$ cat config.mk
export PLATFORM = sky130hd
export DESIGN_NAME = hack_cpu_ctrl
export DESIGN_NICKNAME = d
export VERILOG_FILES = /design/src/rtl/hack_cpu_ctrl.sv
export SDC_FILE = /design/constraint.sdc
export NUM_CORES = 1
export LEC_CHECK = 0
export CAP_MARGIN = 0
export CORE_ASPECT_RATIO = 1.25
export CORE_MARGIN = 4
export CORE_UTILIZATION = 44
export CTS_BUF_LIST = sky130_fd_sc_hd__clkbuf_8
export DETAILED_ROUTE_END_ITERATION = 10
export GPL_ROUTABILITY_DRIVEN = 0
export PLACE_DENSITY = 0.79
export SYNTH_ARGS = -nofsm -noshare
export SYNTH_HDL_FRONTEND = slang
export SYNTH_SLANG_ARGS = --single-unit
export TNS_END_PERCENT = 5
$ cat constraint.sdc
create_clock -name clk -period 1.65 [get_ports clk]
set_input_delay 0.165 -clock clk [delete_from_list [all_inputs] [get_ports clk]]
set_output_delay 0.165 -clock clk [all_outputs]
set_load 0.005 [all_outputs]
$ cat src/rtl/hack_cpu_ctrl.sv
// Multi-cycle Hack CPU control unit: fetch/decode, A/D/PC, data-memory handshakes, external ALU drive.
// Define HACK_HALT_EN to detect self-jump loops and park in a HALT state.
module hack_cpu_ctrl #(
  parameter int            W        = 16,
  parameter int            AW       = 15,
  parameter logic [AW-1:0] RESET_PC = '0
) (
  input  logic          clk,
  input  logic          reset,
  input  logic [W-1:0]  instr,
  input  logic          instr_valid,
  output logic          instr_ready,
  output logic [AW-1:0] pc,
  output logic [5:0]    c,
  output logic [W-1:0]  x,
  output logic [W-1:0]  y,
  input  logic [W-1:0]  alu_out,
  input  logic          zr,
  input  logic          ng,
  output logic          mem_rd,
  output logic          mem_wr,
  output logic [AW-1:0] mem_addr,
  output logic [W-1:0]  mem_wdata,
  input  logic [W-1:0]  mem_rdata,
  input  logic          mem_rvalid,
  input  logic          mem_wready,
  output logic [W-1:0]  a_reg,
  output logic [W-1:0]  d_reg,
  output logic          halted
);

  typedef enum logic [2:0] {
    S_FETCH  = 3'd0,
    S_DECODE = 3'd1,
    S_MEM_RD = 3'd2,
    S_EXEC   = 3'd3,
    S_MEM_WR = 3'd4
`ifdef HACK_HALT_EN
    , S_HALT = 3'd5
`endif
  } state_t;

  state_t        state_q, state_d;
  logic [AW-1:0] pc_q, pc_d, pc_pend_q, pc_pend_d, maddr_q, maddr_d;
  logic [W-1:0]  areg_q, areg_d, dreg_q, dreg_d, mreg_q, mreg_d;
  logic [W-1:0]  ir_q, ir_d, wdata_q, wdata_d;
  logic [AW-1:0] pc_inc_s, pc_tgt_s, pc_exec_s;
  logic          jump_s;

  assign pc_inc_s  = pc_q + AW'(1);
  // Jump target is the A value from before this EXEC's own A write.
  assign pc_tgt_s  = areg_q[AW-1:0];
  assign jump_s    = (ir_q[2] & ng) | (ir_q[1] & zr) | (ir_q[0] & ~ng & ~zr);
  assign pc_exec_s = jump_s ? pc_tgt_s : pc_inc_s;

`ifdef HACK_HALT_EN
  logic prev_a_q, prev_a_d, halted_q, halted_d, halt_s;
  assign halt_s = jump_s && ((pc_tgt_s == pc_q) ||
                             (prev_a_q && (pc_tgt_s == (pc_q - AW'(1)))));
  assign halted = halted_q;
`else
  assign halted = 1'b0;
`endif

  assign pc        = pc_q;
  assign x         = dreg_q;
  assign y         = ir_q[12] ? mreg_q : areg_q;
  assign mem_addr  = maddr_q;
  assign mem_wdata = wdata_q;
  assign a_reg     = areg_q;
  assign d_reg     = dreg_q;

  always_comb begin
    state_d     = state_q;
    pc_d        = pc_q;
    pc_pend_d   = pc_pend_q;
    maddr_d     = maddr_q;
    areg_d      = areg_q;
    dreg_d      = dreg_q;
    mreg_d      = mreg_q;
    ir_d        = ir_q;
    wdata_d     = wdata_q;
`ifdef HACK_HALT_EN
    prev_a_d    = prev_a_q;
    halted_d    = halted_q;
`endif
    instr_ready = 1'b0;
    mem_rd      = 1'b0;
    mem_wr      = 1'b0;
    c           = 6'b101010;
    case (state_q)
      S_FETCH: begin
        instr_ready = ~reset;
        if (instr_valid) begin
          ir_d    = instr;
          state_d = S_DECODE;
        end else begin
          state_d = S_FETCH;
        end
      end
      S_DECODE: begin
        if (!ir_q[15]) begin
          areg_d  = W'(ir_q[14:0]);
          pc_d    = pc_inc_s;
          state_d = S_FETCH;
`ifdef HACK_HALT_EN
          prev_a_d = 1'b1;
`endif
        end else begin
          maddr_d = areg_q[AW-1:0];
          state_d = ir_q[12] ? S_MEM_RD : S_EXEC;
        end
      end
      S_MEM_RD: begin
        mem_rd = 1'b1;
        if (mem_rvalid) begin
          mreg_d  = mem_rdata;
          state_d = S_EXEC;
        end else begin
          state_d = S_MEM_RD;
        end
      end
      S_EXEC: begin
        c = ir_q[11:6];
        if (ir_q[5]) areg_d = alu_out; else areg_d = areg_q;
        if (ir_q[4]) dreg_d = alu_out; else dreg_d = dreg_q;
        // With a memory write pending, the PC update waits for the write to complete.
        if (ir_q[3]) begin
          wdata_d   = alu_out;
          pc_pend_d = pc_exec_s;
          state_d   = S_MEM_WR;
        end else begin
          pc_d    = pc_exec_s;
          state_d = S_FETCH;
        end
`ifdef HACK_HALT_EN
        prev_a_d = 1'b0;
        if (halt_s) begin
          halted_d = 1'b1;
          pc_d     = pc_q;
          state_d  = S_HALT;
        end else begin
          halted_d = halted_q;
        end
`endif
      end
      S_MEM_WR: begin
        mem_wr = 1'b1;
        if (mem_wready) begin
          pc_d    = pc_pend_q;
          state_d = S_FETCH;
        end else begin
          state_d = S_MEM_WR;
        end
      end
`ifdef HACK_HALT_EN
      S_HALT: state_d = S_HALT;
`endif
      default: state_d = S_FETCH;
    endcase
  end

  always_ff @(posedge clk) begin
    if (reset) begin
      state_q   <= S_FETCH;
      pc_q      <= RESET_PC;
      pc_pend_q <= '0;
      maddr_q   <= '0;
      areg_q    <= '0;
      dreg_q    <= '0;
      mreg_q    <= '0;
      ir_q      <= '0;
      wdata_q   <= '0;
`ifdef HACK_HALT_EN
      prev_a_q  <= 1'b0;
      halted_q  <= 1'b0;
`endif
    end else begin
      state_q   <= state_d;
      pc_q      <= pc_d;
      pc_pend_q <= pc_pend_d;
      maddr_q   <= maddr_d;
      areg_q    <= areg_d;
      dreg_q    <= dreg_d;
      mreg_q    <= mreg_d;
      ir_q      <= ir_d;
      wdata_q   <= wdata_d;
`ifdef HACK_HALT_EN
      prev_a_q  <= prev_a_d;
      halted_q  <= halted_d;
`endif
    end
  end

endmodule
==> results, run 1 <==
- The global-route wire length before repair is ~30000 um.
- In this run, the number of DRC markers left after iteration 0 of detailed routing was between 400 and 500.
- The total wire length after detailed routing is about 20000 um.
- Setup violations remaining at the end of the flow were counted as 33.
- The final antenna-violating net count is 0.
- The clock transition time at the flip-flop clock pins of the worst setup and hold paths is 0.07 ns.
- The number of antenna repair diodes is 0.
- Sorting the synthesized cells by area gives the leading types as sky130_fd_sc_hd__dfxtp_1 44%, sky130_fd_sc_hd__nand2_1 14%, sky130_fd_sc_hd__a21oi_1 8.4%.
- The depth of the most critical reg-to-reg path is 7.
- The max-slew violation count is 0.
- The estimated wirelength of the detail-placed design is between 10000 and 15000 um.
- In this run the most used layer during global routing was met2.
- The share of synthesized area in the top cell type comes to 0.440.
- In the global route stage, met3 resource usage came out at 0.0619.
- The die covers roughly 0.015 mm2.
- The endpoint of the lowest-slack register-to-register path is pc[12].
- The fraction of layout instances using a drive strength above 1 is 0.241.
- The final design area excluding fillers is 0.00883 mm2.
- The checks that failed: negative setup slack.
- The number of detailed-routing iterations run before antenna repair is 5.
- The synthesis-to-finish area growth is 51.6%.
- The minimum setup slack among reg-to-reg paths is -0.17 ns.
- The largest buffer count on any clock path is 2.
- The commonest register cell after synthesis is sky130_fd_sc_hd__dfxtp_1.
- The maximum number of pins on one net before global-route repair is between 100 and 150.
- TritonCTS built the clock tree.
- The origin of the critical flop-to-flop path is pc[0].
- The count of mapped cells out of synthesis is between 700 and 800.
- The reported leakage power is around 3.3 nW.
- For the final routed database, the setup TNS stands at -1.79 ns.
- The final hold violation count was 0.
- For met1 alone, demand over resource in global routing was 0.283.
- The number of antenna violations at the first check in global routing is 0.
- The run finished, with violations left.
- In the routed design, unresolved DRC markers number 0.
- Hold is met by about 0.27 ns.
- A synthesized cell averages approximately 8.0 um2.
- The post-layout net count is around 990.
- The largest vdd supply drop is 0.000597 V.
- Of the synthesized area, sequential elements account for 0.440.
- The combined global-route utilization of all metal layers is 0.244.
- In this run the number of H-tree levels came out at 4.
- The setup slack after layout is -0.170 ns.
- The count of port buffers added during placement is 173.
- Summed over all layers, the global routing overflow is 0.
- The transition time of the tightest slew-check pin is around 0.61 ns.
- The routed via count divided by cell count is 5.51.
- The I/O pin total is between 150 and 200.
- The latest clock arrival within the worst-skew pair is 0.44 ns.
- The commonest cells after synthesis are 215 x sky130_fd_sc_hd__nand2_1, 128 x sky130_fd_sc_hd__dfxtp_1, 98 x sky130_fd_sc_hd__a21oi_1.
- The placed instance count is approximately 1100.
- The share of the core filled with cells is 0.688.
- The worst hold path endpoint is ir_q[11].
- In this run the most critical hold path is launched from instr[11].
- The largest fanout on the critical path is 7.
- For this configuration, the core starts out at a cell density of 0.454.
- The floorplan core area is 0.0128 mm2.
- The part of the cycle the worst path needs is 1.10.
- After layout, the minimum clock period comes to approximately 1.8 ns.
- The worst hold path was traced through 3 stages.
- The tool flagged a number of max-cap violations equal to 0.
- The post-place setup slack is -0.209 ns.
- Yosys instantiated no cell more often than sky130_fd_sc_hd__nand2_1.
- Timing would allow up to between 500 and 600 MHz.
- The met2 track utilization from global routing is 0.410.
- The final total power is roughly 7.3 mW.
- The clock arrives with approximately 0.0094 ns of skew.
- The sink count of the clock tree is approximately 130.
- Setup repair after global routing could not meet its margin everywhere.
- The standard cell area after detailed placement is 0.00817 mm2.
- Counting the buffers created by CTS gives 17.
- The library cell used as clock root buffer is sky130_fd_sc_hd__clkbuf_8.
- The number of synthesized flops with an enable pin is 0.
- In this run, synthesis produced a sequential element count of 128.
- The number of core rows is 46.
- The routed via count is 6159.
- The combined area of all synthesized cells is just under 0.006 mm2.
- The finished layout holds between 1000 and 1500 standard cells, fillers aside.
- The count of unique library cells instantiated by Yosys is 55.
- STA classifies the critical path startpoint as a register.
- Measured against its own limit, the worst slew margin works out to 0.590.
- The post-synth net total is between 700 and 800.
- The number of global-route vias before repair came to between 5000 and 6000.
- For this design the ratio of total power to cell area is around 830 mW/mm2.
- Buffers inserted to repair hold after CTS numbered 0.
- During synthesis, Yosys emitted a total of 0 warnings.
- The y dimension of the die is 137 um.
- The path class of the lowest-slack min-delay path is input pin to register.
- The critical path is of the register to register type.
- Data on the critical path is required at its endpoint by 2.00 ns.
- Data on the critical path arrives at its endpoint at 2.17 ns.
- Of all flip-flops after synthesis, the portion carrying an async set or reset was 0.
- The overall die width is 111 um.
- The routed wirelength normalized by instance count is about 18 um.
- The most area-hungry cell type in the Yosys netlist is sky130_fd_sc_hd__dfxtp_1.
- The kind of end point of the critical path is a register.
[per-layer routing]
| metal | vias up | part of all wire |
|---|---|---|
| met3 | 77 | 0.075 |
| met2 | 294 | 0.50 |
| met5 | - | 0 |
| met1 | 2875 | 0.38 |
| met4 | 0 | 0.052 |
| li1 | 2913 | - |
[worst max-delay path, stage by stage, from the launching register on]
cell and delay [ns]:
sky130_fd_sc_hd__dfxtp_4 0.39, sky130_fd_sc_hd__ha_4 0.15, sky130_fd_sc_hd__nand3_4 0.14, sky130_fd_sc_hd__buf_4 0.18, sky130_fd_sc_hd__nor4_4 0.19, sky130_fd_sc_hd__mux2i_1 0.32, sky130_fd_sc_hd__o211ai_1 0.13, sky130_fd_sc_hd__a211oi_1 0.23
[cell usage in the layout, fill, tap and decap left out, drive strengths merged, types with 4 or more instances in the layout]
cell type	count
nand2	215
nand3	10
dfxtp	128
o21ai	8
xnor2	4
a221oi	13
or4	4
mux2i	7
inv	7
o211ai	16
and2	7
clkbuf	32
nor2	40
mux2	18
nor4	4
buf	98
nor3	7
clkdlybuf4s50	146
nand2b	4
nor3b	5
a311oi	15
clkinv	6
o31ai	5
xor2	5
a21oi	98
o21a	5
a211oi	12
[power by group]
part           internal (mW)  total [mW]  switching [mW]
Sequential              3.19        3.31           0.118
Combinational          0.660        1.23           0.566
Clock                   1.55        2.77            1.22
Total                   5.40        7.31            1.90
[repair_timing]
item                       in CTS  in global routing
cloned                          1                  2
setup endpoints to repair      78                 90
buffers inserted                6                  5
pin swaps                       5                 17
resized for setup             100                 53
[worst max path at each step]
| stage | startpoint | end | slack (ns) |
|---|---|---|---|
| floorplan | pc[9] | pc[11] | -0.005 |
| global placement | ng | pc[4] | -0.19 |
| detailed placement | ng | pc[4] | -0.21 |
| CTS | state_q[0] | mem_wr | -0.15 |
| global route | pc[0] | pc[8] | -0.28 |
| finish | pc[0] | pc[12] | -0.17 |
[layout make-up]
cell class | instances | area [um2]
Clock buffer | 19 | 262
Clock inverter | 12 | 141
Fill cell | 972 | 4000
Inverter | 5 | 21.3
Multi-Input combinational cell | 526 | 3090
Sequential cell | 128 | 2610
Tap cell | 168 | 210
Timing Repair Buffer | 260 | 2490
[kinds of logic after synthesis]
group,count (synthesis),synth area share
other cells,1,0.000644
fa+ha+maj,1,0.00215
xor+xnor,9,0.0135
compound gates,180,0.199
flops,128,0.440
mux,25,0.0468
buf+inv,76,0.0661
simple gates,309,0.232
Note: power is estimated with default switching activity, not from simulation.
==> inputs of run 2 (changes only) <==
Settings changed: CORE_ASPECT_RATIO 1.25 to unset.
==> run 2 against run 1 <==
Highest routed layer unchanged. The run still ends with negative setup slack left. First-iteration DRC count is 100% higher. Via count is 6.4% higher. Final cell count is 2.6% higher. Sequential share of layout area is 1.7 points lower. Combinational power is 15% higher. Count of clock-buffer cells in the layout is 4 higher. Setup slack better by 0.036 ns. Register-to-register slack better by 0.04 ns.
==> results, run 2 (same netlist as run 1, synthesis figures left out) <==
- The tool flagged a number of max-cap violations equal to 0.
- The number of antenna violations at the first check in global routing is 0.
- In this run the critical register-to-register path is launched from state_q[1].
- In this run, CTS created clock tree buffers numbering 17.
- For this run, the share of the core covered by cells in the final layout is 0.734.
- The final routed DRC violation total is 0.
- The launch point of the critical path is state_q[1].
- Internal power comes to roughly 5.3 mW.
- The library cell used as clock root buffer is sky130_fd_sc_hd__clkbuf_8.
- In the final layout, the multi-input gates occupy 0.00330 mm2.
- Fill cells in the final layout number approximately 830.
- Summed over all nets, wire length on met3 after detailed routing comes to approximately 2500 um.
- STA classifies the critical path endpoint as a register.
- The run finished, with violations left.
- The estimated wirelength of the detail-placed design is 14200 um.
- The number of detailed-routing iterations run before antenna repair is 6.
- In this run the vertical extent of the chip is around 120 um.
- IR analysis of the VDD net gives a maximum drop of 0.000588 V.
- In this run the deepest clock path goes through 2 buffers.
- The initialized floorplan defines 41 standard-cell rows.
- Of the total power, the share spent switching nets is 0.277.
- The normalized max-slew margin is 0.545.
- The worst setup skew after layout is 0.0128 ns.
- The initial utilization of the core area, before any placement, comes to 0.456.
- The part of the cycle the worst path needs is 1.08.
- The number of antenna repair diodes is 0.
- The library cell used most frequently in the layout, excluding fill and tap cells, is sky130_fd_sc_hd__nand2_1.
- The final hold violation count is 0.
- Setup violations remaining at the end of the flow were counted as 53.
- The length of routed met2 wiring is between 10000 and 15000 um.
- The synthesis-to-finish area growth is 60.8%.
- The final critical path time including I/O delays and setup is ~1.8 ns.
- The number of global-route vias before repair is 6092.
- Summed over all nets, the switching power comes to about 2 mW.
- The top cell types in the final layout, fill and taps aside, are 212 x sky130_fd_sc_hd__nand2_1, 142 x sky130_fd_sc_hd__clkdlybuf4s50_1, 105 x sky130_fd_sc_hd__dfxtp_1, 90 x sky130_fd_sc_hd__a21oi_1, 75 x sky130_fd_sc_hd__buf_4.
- The routed via count is 6555.
- The detailed router put a total of 8240 um of wire on met1.
- The total wire length after detailed routing is 23000 um.
- The part of the total power dissipated in sequential elements is 0.449.
- For this design the ratio of total power to cell area is just under 800 mW/mm2.
- The sink count of the clock tree is about 130.
- For the worst-skew pair, the clock arrives at the later sink with an insertion delay of approximately 0.47 ns.
- The setup slack after layout is -0.133 ns.
- The floorplan step set the die width to 123 um.
- The transition time of the tightest slew-check pin is about 0.68 ns.
- For this design the top-level I/O count stands at 175.
- After clock tree synthesis, the clock-pin slew on the worst setup and hold paths is around 0.070 ns.
- Setup repair after global routing could not meet its margin everywhere.
- Summing all flip-flop and latch instances after layout gives about 0.0026 mm2.
- The final reports fail on negative setup slack.
- The combinational fraction of design power is 0.193.
- The path class of the tightest hold or removal check is input pin to register.
- The routed wirelength normalized by instance count is 20.0 um.
- The maximum number of pins on one net before global-route repair is about 130.
- TritonCTS built the clock tree.
- The worst setup path is launched from a register.
- The critical path arrival is 2.14 ns.
- Hold repair after CTS inserted 0 buffers.
- The worst hold path begins at mem_rdata[8].
- The fraction of layout instances using a drive strength above 1 is 0.293.
- The post-layout net count is roughly 1000.
- The worst hold path passes through 3 cells.
- The H-tree depth is 4.
- The maximum operating frequency is ~560 MHz.
- In this run the remaining antenna-violating nets after routing total 0.
- Dividing the detail-routed via count by the number of cells gives roughly 5.7.
- The number of DRC violations after detailed-routing iteration 0 is 930.
- Summed over all cells, the static leakage comes to 3.59 nW.
- Of all nets on the critical path, the largest fanout is 31.
- The first global-routing pass estimated approximately 33000 um of wire.
- The total congestion overflow after global routing is 0.
- The uppermost metal layer occupied by signal nets is met4.
- The required time reported for the critical path endpoint is ~2 ns.
- Measured in cells, the most critical reg-to-reg path has a length of 9.
- Of the total power, the clock network draws 0.358.
- The max-slew violation count is 0.
- The combined global-route utilization of all metal layers is 0.280.
- Port buffering added 173 buffers.
- The core region is around 0.013 mm2.
- The setup path with the least slack is of type register to register.
- The post-route worst hold slack is about 0.24 ns.
- The area of the die is about 0.015 mm2.
-- run 2: cell count changes in the layout (fill, tap and decap cells not counted), sizes merged --
cell / delta
buf: +28
bufbuf: -1
bufinv: -2
clkbuf: +4
clkdlybuf4s15: -1
clkdlybuf4s50: -4
clkinv: -1
clkinvlp: -1
dlygate4sd2: +1
dlymetal6s2s: +3
inv: -1
-- run 2: final cells by class --
class	instances	area share
tap	172	0.0230
clock buffer	23	0.0338
multi-input combinational	526	0.352
timing repair buffer	286	0.304
clock inverter	7	0.00628
sequential	128	0.279
inverter	5	0.00227
-- run 2: critical path: stages, from the launching register on --
cell and delay [ns]:
sky130_fd_sc_hd__dfxtp_4 0.35, sky130_fd_sc_hd__buf_6 0.12, sky130_fd_sc_hd__buf_4 0.13, sky130_fd_sc_hd__buf_4 0.14, sky130_fd_sc_hd__nor2_1 0.09, sky130_fd_sc_hd__a21oi_1 0.08
sky130_fd_sc_hd__nor2_2 0.20, sky130_fd_sc_hd__buf_12 0.21, sky130_fd_sc_hd__nor2_1 0.07, sky130_fd_sc_hd__a311oi_2 0.26
-- run 2: power groups by stage --
| stage | Combinational [mW] | Sequential, mW | Clock, mW |
|---|---|---|---|
| after CTS | 1.26 | 3.30 | 2.62 |
| final | 1.42 | 3.32 | 2.65 |
| after global placement | 1.15 | 3.37 | 0 |
| after detailed placement | 1.17 | 3.37 | 0 |
| after global routing | 1.50 | 3.33 | 2.77 |
| after floorplan | 0.474 | 3.37 | 0 |
-- run 2: final timing paths --
| path | slack, ns | to |
|---|---|---|
| max | -0.13 | a_reg[13] |
| min | 0.24 | mreg_q[8] |
| max reg2reg | -0.13 | a_reg[13] |
| min reg2reg | 0.45 | mreg_q[6] |
-- run 2: per-stage QoR --
stage | cells | setup TNS, ns | setup WS [ns] | instance area (um2) | power, mW
2_1_floorplan | 729 | -0.0118 | -0.00474 | 5890 | 3.84
3_3_place_gp | 1094 | -3.80 | -0.169 | 8260 | 4.53
3_5_place_dp | 1094 | -4.82 | -0.219 | 8260 | 4.54
5_1_grt | 1147 | -4.95 | -0.222 | 9370 | 7.59
6_report | 1147 | -2.64 | -0.133 | 9370 | 7.39
4_1_cts | 1141 | -3.11 | -0.115 | 9010 | 7.19
-- run 2: routing by layer --
metal  vias up  global-route usage
met5         -                   0
met4         0               0.105
met3        98              0.0741
met2       407               0.467
met1      3073               0.349
li1       2977                   -
-- run 2: what timing repair did --
action                                  CTS  global route
endpoints found under the setup margin   42           137
buffers inserted                         16             3
pin swaps                                15            32
resized for setup                       143            95
cloned                                    3             3
==> inputs of run 3 (changes only) <==
Settings changed: CORE_MARGIN 4 to 5.
==> run 3 against run 2 <==
The flow still finishes with violations (negative setup slack). Setup slack improved by 0.053 ns. Register-to-register slack improved by 0.05 ns. Hold slack improved by 0.023 ns. First-iteration DRC count fell by 32%. Critical path depth fell by 2. Global-route usage fell by 2.8 points. Final cell count fell by 0.96%. Critical endpoint is now pc[8]. Largest cell class unchanged. Largest power group unchanged.
==> results, run 3 (same netlist as run 1, synthesis figures left out) <==
- The I/O pin total is ~180.
- Of the total power, the share spent switching nets is 0.262.
- On the final layout, the worst clock skew is about 0.0082 ns.
- Setup slack on the critical path of the routed design comes to -0.0802 ns.
- The clock reaches the later pin of the worst-skew pair after around 0.44 ns.
- In the final design database the tool counted slightly above 1000 nets.
- The critical path arrival is 2.08 ns.
- The worst path in the final design needs a cycle of 1.73 ns, including I/O delays and setup.
- The number of antenna repair diodes is 0.
- Leaving out fill and tap cells, the most frequent cells in the layout are 214 x sky130_fd_sc_hd__nand2_1, 146 x sky130_fd_sc_hd__clkdlybuf4s50_1, 106 x sky130_fd_sc_hd__dfxtp_1, 97 x sky130_fd_sc_hd__a21oi_1, 72 x sky130_fd_sc_hd__buf_4.
- The library cell used as clock root buffer is sky130_fd_sc_hd__clkbuf_8.
- The maximum number of pins on one net before global-route repair is 129.
- The area of the die is approximately 0.016 mm2.
- The number of core rows is 42.
- The routed wirelength normalized by instance count is between 15 and 20 um.
- In this run, the number of DRC markers left after iteration 0 of detailed routing was approximately 630.
- Setup violations remaining at the end of the flow were counted as 13.
- The routed via count divided by cell count is 5.49.
- From left edge to right edge, the die measures approximately 130 um.
- The fraction of layout instances using a drive strength above 1 is 0.254.
- From synthesis to final layout, the design area changed by 54.5%.
- The HPWL after detailed placement is approximately 14000 um.
- In this run the worst hold path is classified as input pin to register.
- The depth of the most critical reg-to-reg path is 7.
- The combinational fraction of design power is 0.174.
- The final hold violation count is 0.
- The timing endpoint of the critical path is pc[8].
- The checks that failed: negative setup slack.
- At the pin with the least slew margin, the transition time is just over 0.6 ns.
- Measured along the y axis, the die boundary spans approximately 130 um.
- The global-route wire length before repair is between 30000 and 40000 um.
- The signal on the critical path passes through ha_4 > nand3_4 > buf_6 > nor3_4 > xor2_1 > o211ai_1 > a211oi_1.
- The part of the cycle the worst path needs is 1.05.
- TritonCTS created 17 clock buffers.
- The number of detailed-routing iterations run before antenna repair is 5.
- The required time reported for the critical path endpoint is around 2 ns.
- The layout has slightly above 1000 filler cells.
- The final routed DRC violation total is 0.
- The cell type of the slowest stage on the worst timing path is sky130_fd_sc_hd__dfxtp_4.
- The maximum operating frequency is ~580 MHz.
- Clock tree synthesis found a total of between 100 and 150 sinks.
- For this run, the slowest stage of the critical path takes around 0.38 ns.
- The number of global-route vias before repair is between 6000 and 7000.
- Registers take roughly 0.0026 mm2.
- After clock tree synthesis, the clock-pin slew on the worst setup and hold paths is 0.07 ns.
- Across all layers, the routed design uses just over 6000 vias.
- Setup repair after global routing could not meet its margin everywhere.
- The post-place setup slack is -0.251 ns.
- STA classifies the critical path endpoint as a register.
- The flow ran to the end, but the final reports show violations.
- The minimum setup slack among reg-to-reg paths is -0.08 ns.
- The initial utilization of the core area, before any placement, comes to 0.444.
- The internal portion of the total power is roughly 5.3 mW.
- Across the run, the number of max-cap violations was 0.
- The reported leakage power is around 3.4 nW.
- The share of the core filled with cells is 0.685.
- Along the worst path, the maximum fanout reaches 5.
- The total area of multi-input combinational cells is 0.00314 mm2.
- The largest buffer count on any clock path is 2.
- The max-slew violation count came to 0.
- Power spread over the standard cell area amounts to 803 mW/mm2.
- The setup TNS is -0.390 ns.
- The post-route worst hold slack is around 0.27 ns.
- In this run the power spent charging and discharging nets is about 1.9 mW.
- The endpoint of the lowest-slack register-to-register path is pc[8].
- The total overflow left after global routing is 0.
- The clock power share is 0.366.
- The most common cell after layout, fill and taps aside is sky130_fd_sc_hd__nand2_1.
- The number of antenna violations at the first check in global routing is 0.
- TritonCTS built the clock tree.
- The floorplan core area is ~0.013 mm2.
- The part of the total power dissipated in sequential elements is 0.460.
- Across the VDD grid, the largest voltage drop is 0.000621 V.
- For this run, the total global-route usage over all layers was measured as 0.252.
- Port buffering added between 150 and 200 buffers.
- The H-tree depth is 4.
- The critical path startpoint category is a register.
- In this run the remaining antenna-violating nets after routing total 0.
- In this run the worst setup path begins at pc[1].
- In this run the tightest slew margin relative to its limit is 0.586.
- After clock tree synthesis, the flow added hold-fix buffers numbering 0.
- The critical path is of the register to register type.
- After detailed routing, the total wire length is about 21000 um.
- The startpoint identified for the worst register-to-register timing path is pc[1].
run 3: critical path, delay by kind of cell (launching register included):
family	cells	cell delay, ns
and+or+nand+nor	2	0.29
DFF	1	0.38
AOI/OAI and AO/OA	2	0.37
xor gates and xnor gates	1	0.28
adders and majority gates	1	0.15
buffers and inverters	1	0.17
run 3: final cells by class:
type | count | area share
Sequential cell | 128 | 0.290
Timing Repair Buffer | 273 | 0.292
Inverter | 5 | 0.00236
Multi-Input combinational cell | 525 | 0.349
Clock buffer | 21 | 0.0321
Tap cell | 176 | 0.0245
Clock inverter | 8 | 0.00987
run 3: power groups by stage:
stage	Sequential [mW]	Clock, mW	Combinational [mW]
2_1_floorplan	3.37	0	0.474
3_3_place_gp	3.38	0	1.14
3_5_place_dp	3.38	0	1.15
4_1_cts	3.31	2.67	1.19
5_1_grt	3.33	2.81	1.35
6_report	3.32	2.65	1.26
run 3: how the worst min path moves through the flow:
stage | start | end | slack (ns) | cells after the start
after floorplan | mem_rdata[0] | mreg_q[0] | 0.30 | 2
after global placement | mreg_q[9] | mreg_q[9] | 0.44 | 2
after detailed placement | mreg_q[2] | mreg_q[2] | 0.44 | 2
after CTS | mem_rdata[8] | mreg_q[8] | 0.25 | 3
after global routing | mem_rdata[7] | mreg_q[7] | 0.25 | 3
final | mem_rdata[8] | mreg_q[8] | 0.27 | 3
run 3: metal layers:
metal  vias up  global-route usage  part of all wire
met3        58              0.0802             0.083
met5         -                   0                 0
li1       2936                   -                 -
met4         0               0.115             0.034
met2       271               0.424              0.49
met1      2970               0.295              0.39
run 3: timing repair:
item,4_1_cts,5_1_grt
pin swaps,9,8
endpoints found under the hold margin,0,0
gates cloned,1,0
setup buffers,12,0
setup endpoints to repair,66,82
resized for setup,134,53
run 3: stage by stage:
step / cells / cell area (um2) / total power [mW]
detailed placement: 1094 / 8230 / 4.53
global route: 1136 / 9000 / 7.49
global placement: 1094 / 8230 / 4.51
floorplan: 729 / 5890 / 3.84
CTS: 1136 / 8820 / 7.17
finish: 1136 / 9000 / 7.23
